`config.mk`:
```
export PLATFORM = sky130hd
export DESIGN_NAME = alu_issue_ctrl
export DESIGN_NICKNAME = d
export VERILOG_FILES = /design/src/rtl/alu_pkg.sv /design/src/rtl/reg_file_2r1w.sv /design/src/rtl/alu_issue_ctrl.sv
export SDC_FILE = /design/constraint.sdc
export NUM_CORES = 2
export LEC_CHECK = 0
export ABC_CLOCK_PERIOD_IN_PS = 3080
export BUFFER_PORTS_ARGS = -buffer_cell sky130_fd_sc_hd__buf_2
export CORE_UTILIZATION = 50
export CTS_CLUSTER_SIZE = 40
export DETAILED_ROUTE_END_ITERATION = 6
export PLACE_DENSITY = 0.72
export SLEW_MARGIN = 20
export SYNTH_ARGS = -nofsm -noshare
export SYNTH_HDL_FRONTEND = slang
export SYNTH_SLANG_ARGS = --single-unit
```
`constraint.sdc`:
```
create_clock -name clk -period 3.08 [get_ports clk]
set_clock_uncertainty 0.2 [all_clocks]
set_input_delay 0.616 -clock clk [delete_from_list [all_inputs] [get_ports clk]]
set_output_delay 0.616 -clock clk [all_outputs]
set_load 0.01 [all_outputs]
```
`src/rtl/alu_pkg.sv`:
```
// Shared decode constants, ALU select codes, FSM encoding and the instruction
// decoder used by the issue controller.
package alu_pkg;
  localparam int DATA_W = 32;
  localparam int ADDR_W = 5;

  localparam logic [6:0] OPC_R = 7'b0110011;
  localparam logic [6:0] OPC_I = 7'b0010011;

  localparam logic [6:0] F7_BASE   = 7'b0000000;
  localparam logic [6:0] F7_ALT    = 7'b0100000;
  localparam logic [6:0] F7_MULDIV = 7'b0000001;

  localparam logic [2:0] F3_ADD  = 3'b000;
  localparam logic [2:0] F3_SLL  = 3'b001;
  localparam logic [2:0] F3_SLTU = 3'b011;
  localparam logic [2:0] F3_XOR  = 3'b100;
  localparam logic [2:0] F3_SR   = 3'b101;

  localparam logic [2:0] ALU_ADDSUB = 3'b000;
  localparam logic [2:0] ALU_SLLSRA = 3'b001;
  localparam logic [2:0] ALU_SLT    = 3'b010;
  localparam logic [2:0] ALU_MULDIV = 3'b011;

  typedef enum logic [1:0] {ST_IDLE, ST_DECODE, ST_EXEC, ST_WB} state_e;

  typedef struct packed {
    logic       ill;
    logic [2:0] alu_sel;
    logic       alu_type;
    logic       shift;
    logic       use_imm;
  } dec_t;

  // Base ops pass funct3 straight through; only SLT(I)U, SUB, SRA and M ops remap.
  function automatic dec_t decode(input logic [31:0] ins);
    dec_t       d;
    logic [6:0] f7;
    logic [2:0] f3;
    f7         = ins[31:25];
    f3         = ins[14:12];
    d.ill      = 1'b0;
    d.alu_sel  = f3;
    d.alu_type = 1'b0;
    d.shift    = 1'b0;
    d.use_imm  = 1'b0;
    if (ins[6:0] == OPC_R) begin
      case (f7)
        F7_BASE: begin
          if (f3 == F3_SLTU) begin d.alu_sel = ALU_SLT; d.alu_type = 1'b1; end
          d.shift = (f3 == F3_SLL) || (f3 == F3_SR);
        end
        F7_ALT: begin
          d.alu_type = 1'b1;
          if (f3 == F3_ADD) d.alu_sel = ALU_ADDSUB;
          else if (f3 == F3_SR) begin d.alu_sel = ALU_SLLSRA; d.shift = 1'b1; end
          else d.ill = 1'b1;
        end
        F7_MULDIV: begin
          d.alu_sel  = ALU_MULDIV;
          d.alu_type = (f3 == F3_ADD);
          d.ill      = (f3 != F3_ADD) && (f3 != F3_XOR);
        end
        default: d.ill = 1'b1;
      endcase
    end else if (ins[6:0] == OPC_I) begin
      d.use_imm = 1'b1;
      case (f3)
        F3_SLTU: begin d.alu_sel = ALU_SLT; d.alu_type = 1'b1; end
        F3_SLL: begin d.shift = 1'b1; d.ill = (f7 != F7_BASE); end
        F3_SR: begin
          d.shift = 1'b1;
          if (f7 == F7_ALT) begin d.alu_sel = ALU_SLLSRA; d.alu_type = 1'b1; end
          else d.ill = (f7 != F7_BASE);
        end
        default: ;
      endcase
    end else begin
      d.ill = 1'b1;
    end
    return d;
  endfunction
endpackage

```
`src/rtl/reg_file_2r1w.sv`:
```
// 32-entry register file: two async read ports, one sync write port, debug read.
// Entry 0 is never written and every read of address 0 returns zero.
module reg_file_2r1w
  import alu_pkg::*;
(
  input  logic              clk,
  input  logic              rst_n,
  input  logic              we_i,
  input  logic [ADDR_W-1:0] waddr_i,
  input  logic [DATA_W-1:0] wdata_i,
  input  logic [ADDR_W-1:0] raddr1_i,
  input  logic [ADDR_W-1:0] raddr2_i,
  input  logic [ADDR_W-1:0] dbg_addr_i,
  output logic [DATA_W-1:0] rdata1_o,
  output logic [DATA_W-1:0] rdata2_o,
  output logic [DATA_W-1:0] dbg_data_o
);
  logic [DATA_W-1:0] regs_q [0:(1<<ADDR_W)-1];

  always_ff @(posedge clk or negedge rst_n) begin
    if (!rst_n) begin
      for (int i = 0; i < (1 << ADDR_W); i++) regs_q[i] <= '0;
    end else if (we_i && (waddr_i != '0)) begin
      regs_q[waddr_i] <= wdata_i;
    end
  end

  assign rdata1_o   = (raddr1_i   == '0) ? '0 : regs_q[raddr1_i];
  assign rdata2_o   = (raddr2_i   == '0) ? '0 : regs_q[raddr2_i];
  assign dbg_data_o = (dbg_addr_i == '0) ? '0 : regs_q[dbg_addr_i];
endmodule

```
`src/rtl/alu_issue_ctrl.sv`:
```
// Single-issue RV32 integer controller: accepts one instruction, drives an
// external combinational ALU and writes the result back, four cycles per op.
module alu_issue_ctrl
  import alu_pkg::*;
(
  input  logic              clk,
  input  logic              rst_n,
  input  logic              instr_valid,
  output logic              instr_ready,
  input  logic [31:0]       instr,
  output logic [DATA_W-1:0] operand1,
  output logic [DATA_W-1:0] operand2,
  output logic [2:0]        funct3_alu,
  output logic              Type_alu,
  input  logic [DATA_W-1:0] result,
  output logic              done_valid,
  output logic [4:0]        done_rd,
  output logic [DATA_W-1:0] done_data,
  output logic              illegal,
  input  logic [4:0]        dbg_addr,
  output logic [DATA_W-1:0] dbg_data
);
  state_e            state_q, state_d;
  logic [31:0]       instr_q, instr_d;
  logic [DATA_W-1:0] op1_q, op1_d, op2_q, op2_d, hold_q, hold_d;
  logic [2:0]        sel_q, sel_d;
  logic              type_q, type_d;
  logic              rf_we;
  logic [DATA_W-1:0] rs1_data, rs2_data, op2_sel;
  dec_t              dec;

  reg_file_2r1w u_rf (
    .clk        (clk),
    .rst_n      (rst_n),
    .we_i       (rf_we),
    .waddr_i    (instr_q[11:7]),
    .wdata_i    (hold_q),
    .raddr1_i   (instr_q[19:15]),
    .raddr2_i   (instr_q[24:20]),
    .dbg_addr_i (dbg_addr),
    .rdata1_o   (rs1_data),
    .rdata2_o   (rs2_data),
    .dbg_data_o (dbg_data)
  );

  assign dec     = decode(instr_q);
  assign op2_sel = dec.shift   ? {27'b0, (dec.use_imm ? instr_q[24:20] : rs2_data[4:0])} :
                   dec.use_imm ? {{20{instr_q[31]}}, instr_q[31:20]} : rs2_data;

  always_ff @(posedge clk or negedge rst_n) begin
    if (!rst_n) begin
      state_q <= ST_IDLE;
      instr_q <= '0;
      op1_q   <= '0;
      op2_q   <= '0;
      sel_q   <= '0;
      type_q  <= 1'b0;
      hold_q  <= '0;
    end else begin
      state_q <= state_d;
      instr_q <= instr_d;
      op1_q   <= op1_d;
      op2_q   <= op2_d;
      sel_q   <= sel_d;
      type_q  <= type_d;
      hold_q  <= hold_d;
    end
  end

  always_comb begin
    state_d     = state_q;
    instr_d     = instr_q;
    op1_d       = op1_q;
    op2_d       = op2_q;
    sel_d       = sel_q;
    type_d      = type_q;
    hold_d      = hold_q;
    instr_ready = 1'b0;
    illegal     = 1'b0;
    done_valid  = 1'b0;
    rf_we       = 1'b0;
    case (state_q)
      ST_IDLE: begin
        instr_ready = 1'b1;
        if (instr_valid) begin
          instr_d = instr;
          state_d = ST_DECODE;
        end
      end
      ST_DECODE: begin
        if (dec.ill) begin
          illegal = 1'b1;
          state_d = ST_IDLE;
        end else begin
          op1_d   = rs1_data;
          op2_d   = op2_sel;
          sel_d   = dec.alu_sel;
          type_d  = dec.alu_type;
          state_d = ST_EXEC;
        end
      end
      ST_EXEC: begin
        hold_d  = result;
        state_d = ST_WB;
      end
      ST_WB: begin
        // Write lands on the edge leaving WB, so debug reads see the old value here.
        done_valid = 1'b1;
        rf_we      = 1'b1;
        state_d    = ST_IDLE;
      end
      default: state_d = ST_IDLE;
    endcase
  end

  assign operand1   = op1_q;
  assign operand2   = op2_q;
  assign funct3_alu = sel_q;
  assign Type_alu   = type_q;
  assign done_rd    = instr_q[11:7];
  assign done_data  = hold_q;
endmodule

```
Yosys cells after proc, flatten, opt, wreduce, memory -nomap -nowiden

Cells that the tools add are included.

Add/subtract/negate cells: 0
Shift-type cells: 0
Equality and inequality tests: 12
Multiply operators: 0
Mux-type cells: 44
Reductions and logical operators: 16
Bitwise gates (word level): 5
Div/mod/pow operators: 0
$lt $le $gt $ge: 5

Operator list:

| kind                                                                  | number |
|---|---|
| 1024-bit bitwise mux                                                  | 1 |
| 32-bit binary-select mux with 5-bit select                            | 3 |
| 32-bit two-way mux                                                    | 12 |
| 32-bit demux with 5-bit select                                        | 1 |
| 6-bit >= comparator (second input constant)                           | 4 |
| 5-bit NOT with 6-bit output                                           | 4 |
| 5-bit zero test                                                       | 3 |
| 7-bit by 6-bit == test with 1-bit output (second input constant)      | 2 |
| 1-bit two-way mux                                                     | 12 |
| 6-bit two-way mux                                                     | 2 |
| 4-bit case mux with 3 select lines                                    | 1 |
| 4-bit two-way mux                                                     | 2 |
| 2-bit case mux with 4 select lines                                    | 1 |
| 4-bit case mux with 2 select lines                                    | 1 |
| 7-bit by 1-bit == test with 1-bit output (second input constant)      | 1 |
| 7-bit by 5-bit == test with 1-bit output (second input constant)      | 1 |
| 7-bit zero test                                                       | 1 |
| 7-bit nonzero test                                                    | 1 |
| 6-bit by 1-bit < comparator with 1-bit output (second input constant) | 1 |
| 3-bit two-way mux                                                     | 2 |
| 5-bit two-way mux                                                     | 1 |
| 5-bit nonzero test                                                    | 1 |
| 2-bit == test (second input constant)                                 | 2 |
| 2-bit two-way mux                                                     | 2 |
| other kinds (16)                                                      | 20 |

Bits in writable memories: 0
ROM bits: 0
Input bits: 72
Logic and storage cells: 121
Latch bits: 0
Flip-flop bits (word level): 1,158
Output and inout port bits: 140
Memories: 0

Depth between registers and ports, before layout

Word-level depth: 7
Gate-level depth with buffers: 11
Mapped depth without buffers: 6

Cells and area by module

A second synthesis with hierarchy kept.

Cells, all modules: 4,692
Area, all modules: 68,833.5 sq um

Modules (own cells, without submodules):

| module         | area each (sq um) | cells each | times used |
|---|---|---|---|
| reg_file_2r1w  | 63,151.8          | 4,286      | 1 |
| alu_issue_ctrl | 5,681.7           | 406        | 1 |

Worst setup path after synthesis

Ideal clock, no wire load.

Path type: input-to-output
Start point: input port dbg_addr[0]
End point: output port dbg_data[11]
Slack: -0.238 ns
Data arrival time: 2.502 ns
Path buffers: 3
Cell stages on the path: 7
Path through: clkbuf_1 -> clkbuf_1 -> buf_2 -> mux4_2 -> mux4_2 -> mux2i_1 -> nor2_1

Word-level cells in the longest chain between the ends: 5
Elaborated cells on any way between the ends: 6

Ends and longest elaborated chain:

| what                                                  | RTL line             | source |
|---|---|---|
| start: declaration                                    | alu_issue_ctrl.sv:20 | `input logic [4:0] dbg_addr,` |
| 5-bit NOT with 6-bit output (implied by the code)     | reg_file_2r1w.sv:30  | `assign dbg_data_o = (dbg_addr_i == '0) ? '0 : regs_q[dbg_addr_i];` |
| 32-bit binary-select mux with 5-bit select            | reg_file_2r1w.sv:30  |  |
| 32-bit two-way mux (implied by the code) (2 in a row) | reg_file_2r1w.sv:30  |  |
| 32-bit two-way mux (*)                                | reg_file_2r1w.sv:30  |  |
| end: declaration                                      | alu_issue_ctrl.sv:21 | `output logic [DATA_W-1:0] dbg_data` |

Mark *: on every way between the ends. The rest lies on a longest branch, timed or not. The select of a mux whose other input is x is not followed.

Worst setup path in the final report

Start point: register u_rf.regs_q[163] (netlist bit)
End point: output port dbg_data[3]

Word-level cells in the longest chain between the ends: 4

Ends and longest elaborated chain:

| what                                                  | RTL line            | source |
|---|---|---|
| start: declaration                                    | reg_file_2r1w.sv:18 | `logic [DATA_W-1:0] regs_q [0:(1<<ADDR_W)-1];` |
| start signal: indexed assignment                      | reg_file_2r1w.sv:24 | `regs_q[waddr_i] <= wdata_i;` |
| 32-bit binary-select mux with 5-bit select            | reg_file_2r1w.sv:30 |  |
| 32-bit two-way mux (implied by the code) (2 in a row) | reg_file_2r1w.sv:30 |  |
| 32-bit two-way mux                                    | reg_file_2r1w.sv:30 |  |

No other way between the ends. The select of a mux whose other input is x is not followed.

==> impl_metrics.yaml <==
run_status:
  status: "finished, violations left"
  violations: "negative setup slack"
cts:
  numClockSinks: 1158
  clk_latency_ns: 0.78
  cts_tree: "built"
  cts_buffers: 133
  cts-root-buf: "clkbuf_16"
  htree_levels: 4
  clk_path_buf_depth: 3
  path_clk_slew_ns: 0.06
place:
  dpl_worst_slack_ns: -0.620
  placed_cell_area_um2: 73600
  place_congestion: 0.895
  hpwl_um: 142000
  port_buffers: 211
power_and_ir_drop:
  p_int_w: 0.0280
  p_leak_nw: 37.0
  seqPwrFrac: 0.404
  clockPowerShare: 0.412
  p_total_w: 0.0402
  power.density_nw_per_um2: 498
  p_comb_frac: 0.183
  switching_share: 0.303
  p_sw_w: 0.0122
  peakVddDrop_mv: 0.589
global_route:
  grt-ovfl-total: 0
  grt_max_degree: 96
  first_global_vias: 49900
  grt_usage: 0.338
  grt_pass1_wl_um: 341000
  antenna_found_initial: 5
timing:
  fin_crit_sh: 1.14
  slew_headroom: 0.244
  fmax_mhz: 285
  layout_setup_ws_ns: -0.432
  setup_violations: 33
  tightest_slew_ns: 1.13
  report.final.slew_viol_count: 0
  fin_crit_ns: 3.51
  hold_viol: 0
  hold_slack_ns: 0.178
  rsz0062_at_grt: "true"
synthesis:
  syn-num-nets: 4763
  synth_compound_area_frac: 0.0552
  syn_inst: 4691
  synth_area_leaders: "dfrtp_1 (42%), mux4_2 (22%), mux2_2 (17%)"
  synth-adder-area-share: 0
  synth_edf_count: 0
  ys_ff_latch: 1158
  yosysTopAreaCell: "dfrtp_1"
  yosysSeqAreaShare: 0.425
  yosys_warnings: 0
  avgSynthCellArea_um2: 14.6
  muxShareOfSynthArea: 0.466
  ys_dominant_reg_cell: "dfrtp_1"
  syn-cell-area_um2: 68300
  synth_top_family_by_area: "multiplexers"
  synthTopCellsByCount: "dfrtp_1 (1,158), mux2_2 (1,058), mux4_2 (663), mux2i_1 (494), clkbuf_1 (292)"
  synth_cell_types: 57
  yosysMostFrequentCell: "dfrtp_1"
  synth-xor-area-share: 0
  synth_top_cell_area_share: 0.425
  ys_async_sr_fraction: 1.00
  synth-simple-area-share: 0.0186
finish:
  drive_gt1_frac: 0.538
  n_fill_cell: 10200
  areaGrowthSynthToFinish_pct: 18.2
  fin_area_um2: 80700
  multiInputGateArea_um2: 37200
  nNetsFinal: 5190
  register_area_um2: 29000
drt:
  drt-initial-drc-count: 6053
  vias: 49200
  drc: 0
  wirelength_um: 231000
  via_per_inst: 7.02
  wl_per_cell_um: 33.0
  final_antenna_net_count: 0
  dr.pass1.iters: 5
worst_setup_path:
  worstPathArrival_ns: 2.70
  endpoint_kind: "output port"
  critical_path_class: "reg2out"
  path_max_fanout: 4
  critPathLaunchType: "flop"
  cp.required_ns: 2.26
floorplanning:
  coreArea_um2: 135000
  dieHeight_um: 371
  dieArea_um2: 138000
  num_rows: 135
  fp.dieW_um: 371
  start_util: 0.504
  num_io_pins: 212
job:
  maxCapViolCount: 0
hold_path:
  hold_path_class: "in2async"
-- critical path, cell delays in order, from the launching register on --
cell	delay (ns)
dfrtp_1	0.41
mux4_2	0.48
mux4_2	0.49
mux2i_1	0.19
buf_4	0.18
nor2_1	0.05
buf_2	0.13
-- path summary, 6_finish.rpt --
| kind | start | to | slack (ns) | depth (start not counted) |
|---|---|---|---|---|
| max in group asynchronous | rst_n | u_rf.regs_q[650]$_DFFE_PN0P_ | 1.42 | 3 |
| min in group clk | u_rf.regs_q[994]$_DFFE_PN0P_ | u_rf.regs_q[994]$_DFFE_PN0P_ | 0.22 | 0 |
| min reg2reg | u_rf.regs_q[994]$_DFFE_PN0P_ | u_rf.regs_q[994]$_DFFE_PN0P_ | 0.22 | 0 |
| max | u_rf.regs_q[163]$_DFFE_PN0P_ | dbg_data[3] | -0.43 | 6 |
| min | rst_n | done_data[24]$_DFFE_PN0P_ | 0.18 | 2 |
| max reg2reg | state_q[0]$_DFFE_PN0P_ | u_rf.regs_q[856]$_DFFE_PN0P_ | 0.10 | 7 |
-- cell families after synthesis --
kind of cell	count (synthesis)
compound gates	514
buf+inv	547
flops	1158
mux	2215
simple gates	257
-- area by class of cell --
type	instances	share of cell area
well taps	1781	0.0276
inverters	4	0.000217
clock inverters	71	0.0100
flip-flops and latches	1158	0.359
clock buffers	171	0.0464
multi-input cells	2986	0.461
repair buffers	835	0.0951
diodes	3	0.0000930
-- per-layer routing --
metal  GRT usage  vias up  part of all wire
met5           0        -           0.00017
met4       0.183        6             0.061
met3      0.0917      769              0.10
met2       0.520     3126              0.46
met1       0.436    25900              0.37
li1            -    19400                 -
-- sequential cells by signal (all words and copies together) (netlist names), named ones only --
name and count:
funct3_alu 3, operand2 32, done_data 32, u_rf.regs_q 1024
instr_q 32, operand1 32, Type_alu 1, state_q 1
-- cell usage in the layout, fill, tap and decap left out, types with 55 or more instances in the layout --
cell,Yosys,final
dlygate4sd3_1,0,66
nor2_1,77,55
buf_12,0,125
mux2i_1,494,479
buf_2,137,201
a221oi_1,160,160
clkbuf_16,0,136
mux2_2,1058,1058
a22oi_1,74,74
dfrtp_1,1158,1144
buf_4,33,428
mux4_2,663,663
nand2_1,72,60
o21ai_0,83,83
-- per-stage QoR --
step / cells / utilization / setup TNS (ns)
after floorplan: 4691 / - / 0
after global placement: 6478 / 0.543 / -15.12
after detailed placement: 6479 / 0.543 / -15.87
after CTS: 6969 / 0.593 / -11.67
after global routing: 7006 / 0.596 / -12.66
final: 7009 / 0.596 / -10.85
-- repair_timing --
item                                    4_1_cts  5_1_grt
cloned                                        4        0
buffers inserted                            178       37
hold endpoints to repair                    139        0
pin swaps                                     3        3
resized for setup                            21       18
endpoints found under the setup margin       33       33
hold buffers                                 66        0
-- power groups by stage --
stage / registers [W] / logic (W) / clock network [W]
4_1_cts: 0.0162 / 0.00727 / 0.0168
6_report: 0.0163 / 0.00738 / 0.0166
3_3_place_gp: 0.0165 / 0.00706 / 0
2_1_floorplan: 0.0160 / 0.00456 / 0
5_1_grt: 0.0163 / 0.00771 / 0.0173
3_5_place_dp: 0.0165 / 0.00714 / 0
Note: power is estimated with default switching activity, not from simulation.
